--- src/rtl/regfile_write_arbiter.sv ---
// regfile_write_arbiter
// Shares the single integer register-file write port between the in-order
// write-back stage and a late-completion source. Late results are queued in
// a small FIFO. Write-back normally has priority. A starvation counter
// forces the FIFO head through when it has been denied for too long. Late
// results are older in program order, so a write-back that targets a
// register still pending in the FIFO is held until the FIFO drains past it.

module regfile_write_arbiter #(
  parameter int DEPTH        = 4,
  parameter int STARVE_LIMIT = 3,
  parameter int XLEN         = 64
) (
  input  logic                      clk,
  input  logic                      reset,
  input  logic                      wb_valid,
  input  logic [4:0]                wb_dest_reg,
  input  logic [XLEN-1:0]           wb_data,
  output logic                      wb_ready,
  input  logic                      late_valid,
  input  logic [4:0]                late_dest_reg,
  input  logic [XLEN-1:0]           late_data,
  output logic                      late_ready,
  output logic                      register_write_enable,
  output logic [4:0]                register_write_addr,
  output logic [XLEN-1:0]           register_write_data,
  output logic                      wb_done,
  output logic                      late_done,
  output logic [31:0]               pending_mask,
  output logic [$clog2(DEPTH):0]    fifo_count
);

  localparam int PTR_W    = $clog2(DEPTH);
  localparam int CNT_W    = PTR_W + 1;
  localparam int STARVE_W = $clog2(STARVE_LIMIT + 1);

  typedef enum logic {
    PRIO_WB    = 1'b0,
    FORCE_LATE = 1'b1
  } arb_state_t;

  logic [4:0]          fifo_dest [DEPTH];
  logic [XLEN-1:0]     fifo_data [DEPTH];
  logic [PTR_W-1:0]    wr_ptr;
  logic [PTR_W-1:0]    rd_ptr;
  logic [CNT_W-1:0]    count_q;
  logic [STARVE_W-1:0] starve_cnt;
  logic [STARVE_W-1:0] starve_next;
  arb_state_t          state;
  arb_state_t          state_next;

  logic                fifo_empty;
  logic                push;
  logic                pop;
  logic                conflict;
  logic                wb_win;
  logic                late_win;
  logic [4:0]          win_dest;
  logic [XLEN-1:0]     win_data;

  assign fifo_empty = (count_q == '0);
  assign late_ready = (count_q < CNT_W'(DEPTH));
  assign push       = late_valid && late_ready;
  assign fifo_count = count_q;

  // Pending mask: OR of the destinations of every occupied FIFO slot; x0 never pends
  always_comb begin
    pending_mask = '0;
    for (int i = 0; i < DEPTH; i++) begin
      logic [PTR_W-1:0] offset;
      offset = PTR_W'(i) - rd_ptr;
      if ({1'b0, offset} < count_q) begin
        pending_mask[fifo_dest[i]] = 1'b1;
      end
    end
    pending_mask[0] = 1'b0;
  end

  assign conflict = wb_valid && (wb_dest_reg != 5'd0) && pending_mask[wb_dest_reg];

  // Arbitration: pick this cycle's winner, track starvation, choose next state
  always_comb begin
    wb_win      = 1'b0;
    late_win    = 1'b0;
    state_next  = state;
    starve_next = starve_cnt;

    case (state)
      PRIO_WB: begin
        if (wb_valid && !conflict) begin
          wb_win = 1'b1;
        end else if (!fifo_empty) begin
          late_win = 1'b1;
        end
      end
      FORCE_LATE: begin
        if (!fifo_empty) begin
          late_win = 1'b1;
        end
      end
      default: begin
        wb_win   = 1'b0;
        late_win = 1'b0;
      end
    endcase

    if (fifo_empty || late_win) begin
      starve_next = '0;
    end else if (starve_cnt < STARVE_W'(STARVE_LIMIT)) begin
      starve_next = starve_cnt + STARVE_W'(1);
    end

    if (fifo_empty || late_win) begin
      state_next = PRIO_WB;
    end else if (starve_next >= STARVE_W'(STARVE_LIMIT)) begin
      state_next = FORCE_LATE;
    end
  end

  assign wb_ready = wb_win;
  assign pop      = late_win;
  assign win_dest = late_win ? fifo_dest[rd_ptr] : wb_dest_reg;
  assign win_data = late_win ? fifo_data[rd_ptr] : wb_data;

  // FIFO storage; contents need no reset because occupancy gates every use
  always_ff @(posedge clk) begin
    if (push) begin
      fifo_dest[wr_ptr] <= late_dest_reg;
      fifo_data[wr_ptr] <= late_data;
    end
  end

  // FIFO pointers, occupancy, starvation counter and arbiter state
  always_ff @(posedge clk or negedge reset) begin
    if (!reset) begin
      wr_ptr     <= '0;
      rd_ptr     <= '0;
      count_q    <= '0;
      starve_cnt <= '0;
      state      <= PRIO_WB;
    end else begin
      if (push) begin
        wr_ptr <= wr_ptr + PTR_W'(1);
      end
      if (pop) begin
        rd_ptr <= rd_ptr + PTR_W'(1);
      end
      case ({push, pop})
        2'b10:   count_q <= count_q + CNT_W'(1);
        2'b01:   count_q <= count_q - CNT_W'(1);
        default: count_q <= count_q;
      endcase
      starve_cnt <= starve_next;
      state      <= state_next;
    end
  end

  // Commit register: one write per cycle, x0 writes consumed with enable low
  always_ff @(posedge clk or negedge reset) begin
    if (!reset) begin
      register_write_enable <= 1'b0;
      register_write_addr   <= '0;
      register_write_data   <= '0;
      wb_done               <= 1'b0;
      late_done             <= 1'b0;
    end else begin
      wb_done   <= wb_win;
      late_done <= late_win;
      if (wb_win || late_win) begin
        if (win_dest != 5'd0) begin
          register_write_enable <= 1'b1;
          register_write_addr   <= win_dest;
          register_write_data   <= win_data;
        end else begin
          register_write_enable <= 1'b0;
          register_write_addr   <= '0;
          register_write_data   <= '0;
        end
      end else begin
        register_write_enable <= 1'b0;
      end
    end
  end

endmodule

--- config.mk ---
export PLATFORM = sky130hd
export DESIGN_NAME = regfile_write_arbiter
export DESIGN_NICKNAME = d
export VERILOG_FILES = /design/src/rtl/regfile_write_arbiter.sv
export SDC_FILE = /design/constraint.sdc
export NUM_CORES = 1
export LEC_CHECK = 0
export CAP_MARGIN = 10
export CORE_MARGIN = 1.5
export CORE_UTILIZATION = 35
export CTS_BUF_LIST = sky130_fd_sc_hd__clkbuf_16
export DETAILED_ROUTE_END_ITERATION = 16
export GPL_TIMING_DRIVEN = 0
export PLACE_DENSITY = 0.61
export SYNTH_ARGS = -nofsm -noshare
export SYNTH_HDL_FRONTEND = slang
export SYNTH_SLANG_ARGS = --single-unit
--- constraint.sdc ---
create_clock -name clk -period 7.1 [get_ports clk]
set_clock_uncertainty 0.2 [all_clocks]
set_input_delay 2.13 -clock clk [delete_from_list [all_inputs] [get_ports clk]]
set_output_delay 2.13 -clock clk [all_outputs]
set_load 0.05 [all_outputs]
==> flow_summary.html <==
<table>
<tr><th>Metric</th><th>Value</th></tr>
<tr><th colspan="2">Global routing</th></tr>
<tr><td>Wire length of the first global-routing pass</td><td>79200 um</td></tr>
<tr><td>GRT Resource Usage Total</td><td>between 20% and 30%</td></tr>
<tr><td>Vias in the first global route</td><td>about 12k</td></tr>
<tr><td>Final global-route overflow total</td><td>0</td></tr>
<tr><td>Number of antenna violations at the first check in global routing</td><td>9</td></tr>
<tr><td>Maximum number of pins on one net before global-route repair</td><td>48</td></tr>
<tr><th colspan="2">Run status</th></tr>
<tr><td>Result of the run</td><td>finished clean</td></tr>
<tr><th colspan="2">Routing</th></tr>
<tr><td>Final routed wirelength across all metal layers</td><td>52800 um</td></tr>
<tr><td>Vias</td><td>11.6k</td></tr>
<tr><td>DR WL/cell</td><td>25.6 um</td></tr>
<tr><td>Post-route DRC</td><td>0</td></tr>
<tr><td>Number of detailed-route iterations in the first pass</td><td>6</td></tr>
<tr><td>Via density per instance</td><td>5.65</td></tr>
<tr><td>DR iter-0 viols</td><td>between 900 and 1k</td></tr>
<tr><td>Count of nets left with antenna violations after detail routing</td><td>0</td></tr>
<tr><th colspan="2">Worst setup path</th></tr>
<tr><td>Buf/Inv on CP</td><td>6</td></tr>
<tr><td>Register-to-register path setup slack</td><td>1.10 ns</td></tr>
<tr><td>Top cell by count, worst path</td><td>sky130_fd_sc_hd__buf_6</td></tr>
<tr><td>Nature of the critical path endpoint</td><td>primary output</td></tr>
<tr><td>Highest fanout seen on the critical path</td><td>17</td></tr>
<tr><td>Total number of cells along the worst setup path</td><td>15</td></tr>
<tr><td>Kind of cell adding the most delay to the critical path</td><td>compound AO/OA/AOI/OAI gates</td></tr>
<tr><td>Depth of the worst register-to-register path</td><td>23</td></tr>
<tr><td>Sequence of cells on the critical path</td><td>clkbuf_4 -&gt; inv_1 -&gt; ha_1 -&gt; nand2b_4 -&gt; o211ai_1 -&gt; o22a_1 -&gt; o221ai_1 -&gt; o2111a_1 -&gt; a211o_1 -&gt; o31ai_4 -&gt; buf_4 -&gt; buf_6 -&gt; nand2_4 -&gt; inv_4 -&gt; buf_6</td></tr>
<tr><td>Arrival time worst endpoint</td><td>~4.6 ns</td></tr>
<tr><td>End of the worst register-to-register path</td><td>fifo_count[2]$_DFFE_PN0P_</td></tr>
<tr><td>Critical path class</td><td>reg -&gt; out</td></tr>
<tr><td>CP Data Required Time</td><td>4.77 ns</td></tr>
<tr><td>CP peak stage delay</td><td>0.56 ns</td></tr>
<tr><td>Startpoint of the worst-slack reg-to-reg timing path</td><td>rd_ptr[0]$_DFFE_PN0N_</td></tr>
<tr><td>Worst-path cell with the longest stage delay</td><td>sky130_fd_sc_hd__o211ai_1</td></tr>
<tr><td>Startpoint class of the critical path</td><td>flip-flop</td></tr>
<tr><th colspan="2">Synthesis</th></tr>
<tr><td>Post-synth top flop</td><td>sky130_fd_sc_hd__edfxtp_1</td></tr>
<tr><td>Number of warnings printed during yosys synthesis</td><td>0</td></tr>
<tr><td>Area fraction of the dominant cell type after synthesis</td><td>49.6%</td></tr>
<tr><td>Library cell with the largest summed area after synthesis</td><td>sky130_fd_sc_hd__edfxtp_1</td></tr>
<tr><td>Synth Net Count</td><td>1270</td></tr>
<tr><td>Number of enable-type register cells in the synthesized netlist</td><td>approximately 280</td></tr>
<tr><td>Share of the yosys chip area belonging to registers</td><td>61.8%</td></tr>
<tr><td>Average size of a mapped cell</td><td>between 10 and 15 sq um</td></tr>
<tr><td>Number of distinct library cell variants in the gate-level netlist after synthesis</td><td>77</td></tr>
<tr><td>Leading cell types by total area after synthesis</td><td>sky130_fd_sc_hd__edfxtp_1, sky130_fd_sc_hd__dfrtp_1, sky130_fd_sc_hd__mux4_2</td></tr>
<tr><td>Register bit count reported by yosys</td><td>358</td></tr>
<tr><td>Cell count after synthesis</td><td>about 1.1k</td></tr>
<tr><td>Cell with the most instances after synthesis</td><td>sky130_fd_sc_hd__edfxtp_1</td></tr>
<tr><td>Ranking of synthesized cells by instance count</td><td>sky130_fd_sc_hd__edfxtp_1, sky130_fd_sc_hd__dfrtp_1, sky130_fd_sc_hd__nor2b_1</td></tr>
<tr><td>Async S/R FF share, synth</td><td>22.9%</td></tr>
<tr><td>Post-synthesis instance area</td><td>~17000 sq um</td></tr>
<tr><th colspan="2">Timing</th></tr>
<tr><td>Hold Violations, Final</td><td>0</td></tr>
<tr><td>Min Clock Period, post-route</td><td>6.91 ns</td></tr>
<tr><td>Final cycle utilization of the critical path</td><td>97.3%</td></tr>
<tr><td># setup viols final</td><td>0</td></tr>
<tr><td>Fmax achieved</td><td>145 MHz</td></tr>
<tr><td>Transition time at the pin with the least slew margin</td><td>about 1 ns</td></tr>
<tr><td>Worst max-slew margin expressed relative to the limit</td><td>33.3%</td></tr>
<tr><td>Fin Hold WS</td><td>0.361 ns</td></tr>
<tr><td>Pins Over Slew Limit</td><td>0</td></tr>
<tr><th colspan="2">Power and ir drop</th></tr>
<tr><td>LEAKAGE</td><td>between 7 and 8 nW</td></tr>
<tr><td>Peak VDD IR</td><td>253 uV</td></tr>
<tr><td>Pwr/cell area</td><td>444 nW/um^2</td></tr>
<tr><td>Sum of internal, switching and leakage power</td><td>slightly below 10 mW</td></tr>
<tr><th colspan="2">Clock network</th></tr>
<tr><td>Maximum level of the CTS H-tree</td><td>2</td></tr>
<tr><td>CTS clock-pin slew for the worst setup and hold paths</td><td>0.06 ns</td></tr>
<tr><td>Number of sinks driven by the clock tree</td><td>358</td></tr>
<tr><td>Insertion delay to the later sink of the worst-skew pair</td><td>0.56 ns</td></tr>
<tr><td>Clock buffer count from CTS</td><td>40</td></tr>
<tr><td>Clock tree from TritonCTS</td><td>done</td></tr>
<tr><td>Root cell of the clock tree</td><td>sky130_fd_sc_hd__clkbuf_16</td></tr>
<tr><td>Clk buf depth</td><td>3</td></tr>
<tr><td># hold bufs at CTS</td><td>0</td></tr>
<tr><th colspan="2">Floorplan</th></tr>
<tr><td>CORE AREA</td><td>about 47000 sq um</td></tr>
<tr><td>Row count</td><td>just under 80</td></tr>
<tr><td>Starting Density</td><td>between 30% and 40%</td></tr>
<tr><td>Area of the die</td><td>roughly 49000 sq um</td></tr>
<tr><td>Width of the die</td><td>222 um</td></tr>
<tr><td>DIE HEIGHT</td><td>roughly 220 um</td></tr>
<tr><td>IO Count</td><td>251</td></tr>
<tr><th colspan="2">Placed design</th></tr>
<tr><td>Placed insts</td><td>around 2k</td></tr>
<tr><td>Number of port buffers</td><td>246</td></tr>
<tr><td>Placed standard-cell area</td><td>20100 sq um</td></tr>
<tr><td>Gpl congestion</td><td>between 0.9 and 1</td></tr>
<tr><td>HPWL after DPL</td><td>37200 um</td></tr>
<tr><th colspan="2">Layout</th></tr>
<tr><td>Non-Filler Instances</td><td>approximately 2k</td></tr>
<tr><td>Post-route standard cell area excluding fillers</td><td>21600 sq um</td></tr>
<tr><td>Final core occ</td><td>between 40% and 50%</td></tr>
<tr><td>Number of fillers in the final layout</td><td>between 4k and 5k</td></tr>
<tr><td>Share of layout cells above drive strength 1</td><td>18.9%</td></tr>
<tr><td>Layout overhead on the synthesized area</td><td>29.3%</td></tr>
<tr><td>NumNets Final</td><td>about 1.6k</td></tr>
<tr><th colspan="2">Worst hold path</th></tr>
<tr><td>End of the worst hold path</td><td>register_write_addr[0]$_DFFE_PN0P_</td></tr>
<tr><td>Type of the tightest min-delay check</td><td>reg -&gt; reg</td></tr>
<tr><td>Critical hold path startpoint</td><td>register_write_addr[0]$_DFFE_PN0P_</td></tr>
<tr><td>Worst hold path cell count</td><td>2</td></tr>
<tr><th colspan="2">Job</th></tr>
<tr><td>Number of maximum-capacitance constraint violations</td><td>0</td></tr>
</table>
through the flow:
stage	setup slack [ns]	setup TNS, ns
5_1_grt	-0.00561	-0.00561
3_5_place_dp	-2.40	-9.17
2_1_floorplan	0.0336	0
3_3_place_gp	-2.38	-8.63
6_report	0.189	0
4_1_cts	0.0109	0
logic make-up (layout without fill, tap and decap cells):
logic type                 after synthesis  count (layout)  share of synthesized area, %
xor gates and xnor gates                 7               7                         0.367
AOI/OAI and AO/OA                      246             246                          14.0
buffers and inverters                  118             451                          3.21
DFF                                    358             358                          61.8
and+or+nand+nor                        302             302                          9.95
adders and majority gates               10              10                         0.793
other                                    1               4                        0.0224
muxes                                   76              76                          9.79
metal layers:
layer	wire length [um]	global-route usage, %	vias to the layer above
li1	-	-	5129
met1	22300	28.0	6010
met2	25900	36.0	412
met3	3590	5.17	79
met4	956	4.77	12
met5	91	0	-
final cells by class:
class / count / area, sq um / area share (%)
multi-input cells: 642 / 5950 / 27.5
flip-flops and latches: 358 / 10300 / 47.8
repair buffers: 263 / 2700 / 12.5
clock buffers: 41 / 1030 / 4.74
diodes: 3 / 7.51 / 0.0347
plain buffers: 92 / 498 / 2.30
clock inverters: 33 / 255 / 1.18
inverters: 22 / 85.1 / 0.393
well taps: 607 / 759 / 3.51
layout by cell type (no fill, tap or decap), types with 15 or more instances in the layout:
cell type / count
sky130_fd_sc_hd__a221oi_1: 64
sky130_fd_sc_hd__nor2b_1: 80
sky130_fd_sc_hd__inv_1: 30
sky130_fd_sc_hd__clkdlybuf4s50_1: 243
sky130_fd_sc_hd__clkbuf_16: 41
sky130_fd_sc_hd__dfrtp_1: 81
sky130_fd_sc_hd__nor2_1: 41
sky130_fd_sc_hd__nor3_1: 74
sky130_fd_sc_hd__mux4_2: 70
sky130_fd_sc_hd__nand2_1: 31
sky130_fd_sc_hd__a211oi_2: 52
sky130_fd_sc_hd__a211oi_1: 15
sky130_fd_sc_hd__clkbuf_1: 48
sky130_fd_sc_hd__edfxtp_1: 276
sky130_fd_sc_hd__buf_4: 21
flip-flops by register name (all words and copies together), names as in the netlist:
register / cells
fifo_count: 3
fifo_data: 256
fifo_dest: 20
late_done: 1
rd_ptr: 2
register_write_addr: 5
register_write_data: 64
register_write_enable: 1
starve_cnt: 2
state: 1
wb_done: 1
wr_ptr: 2
repair_timing:
item                                    4_1_cts  5_1_grt
endpoints found under the setup margin       39        1
pin swaps                                     5        4
buffers inserted                              8        4
gates resized for setup                      47       10
worst max path at each step:
| stage | startpoint | slack (ns) | to |
|---|---|---|---|
| 2_1_floorplan | rd_ptr[0]$_DFFE_PN0N_ | 0.03 | wb_ready |
| 3_3_place_gp | rd_ptr[0]$_DFFE_PN0N_ | -2.38 | wb_ready |
| 3_5_place_dp | rd_ptr[0]$_DFFE_PN0N_ | -2.40 | wb_ready |
| 4_1_cts | rd_ptr[0]$_DFFE_PN0N_ | 0.01 | wb_ready |
| 5_1_grt | rd_ptr[1]$_DFFE_PN0N_ | -0.006 | wb_ready |
| 6_report | rd_ptr[1]$_DFFE_PN0N_ | 0.19 | wb_ready |
worst register-to-register path, stage by stage (launching register included):
cell,delay [ns]
sky130_fd_sc_hd__dfrtp_2,0.45
sky130_fd_sc_hd__buf_8,0.18
sky130_fd_sc_hd__buf_12,0.16
sky130_fd_sc_hd__buf_8,0.17
sky130_fd_sc_hd__xnor2_2,0.20
sky130_fd_sc_hd__inv_1,0.07
sky130_fd_sc_hd__ha_1,0.33
sky130_fd_sc_hd__nor2b_4,0.16
sky130_fd_sc_hd__a2111oi_4,0.49
sky130_fd_sc_hd__inv_1,0.15
sky130_fd_sc_hd__o221ai_2,0.25
sky130_fd_sc_hd__mux4_2,0.34
sky130_fd_sc_hd__nand3b_1,0.11
sky130_fd_sc_hd__buf_4,0.16
sky130_fd_sc_hd__a21oi_1,0.78
sky130_fd_sc_hd__buf_4,0.39
sky130_fd_sc_hd__o21ai_0,0.18
sky130_fd_sc_hd__inv_1,0.15
sky130_fd_sc_hd__ha_1,0.20
sky130_fd_sc_hd__inv_1,0.06
sky130_fd_sc_hd__fa_1,0.37
sky130_fd_sc_hd__xor2_1,0.15
sky130_fd_sc_hd__nor2_1,0.11
sky130_fd_sc_hd__xnor2_1,0.13
power by group:
part | internal (mW) | switching [mW] | total [mW]
Sequential | 2.75 | 0.228 | 2.98
Clock | 1.19 | 0.835 | 2.03
Combinational | 1.75 | 2.85 | 4.60
Note: power is estimated with default switching activity, not from simulation.
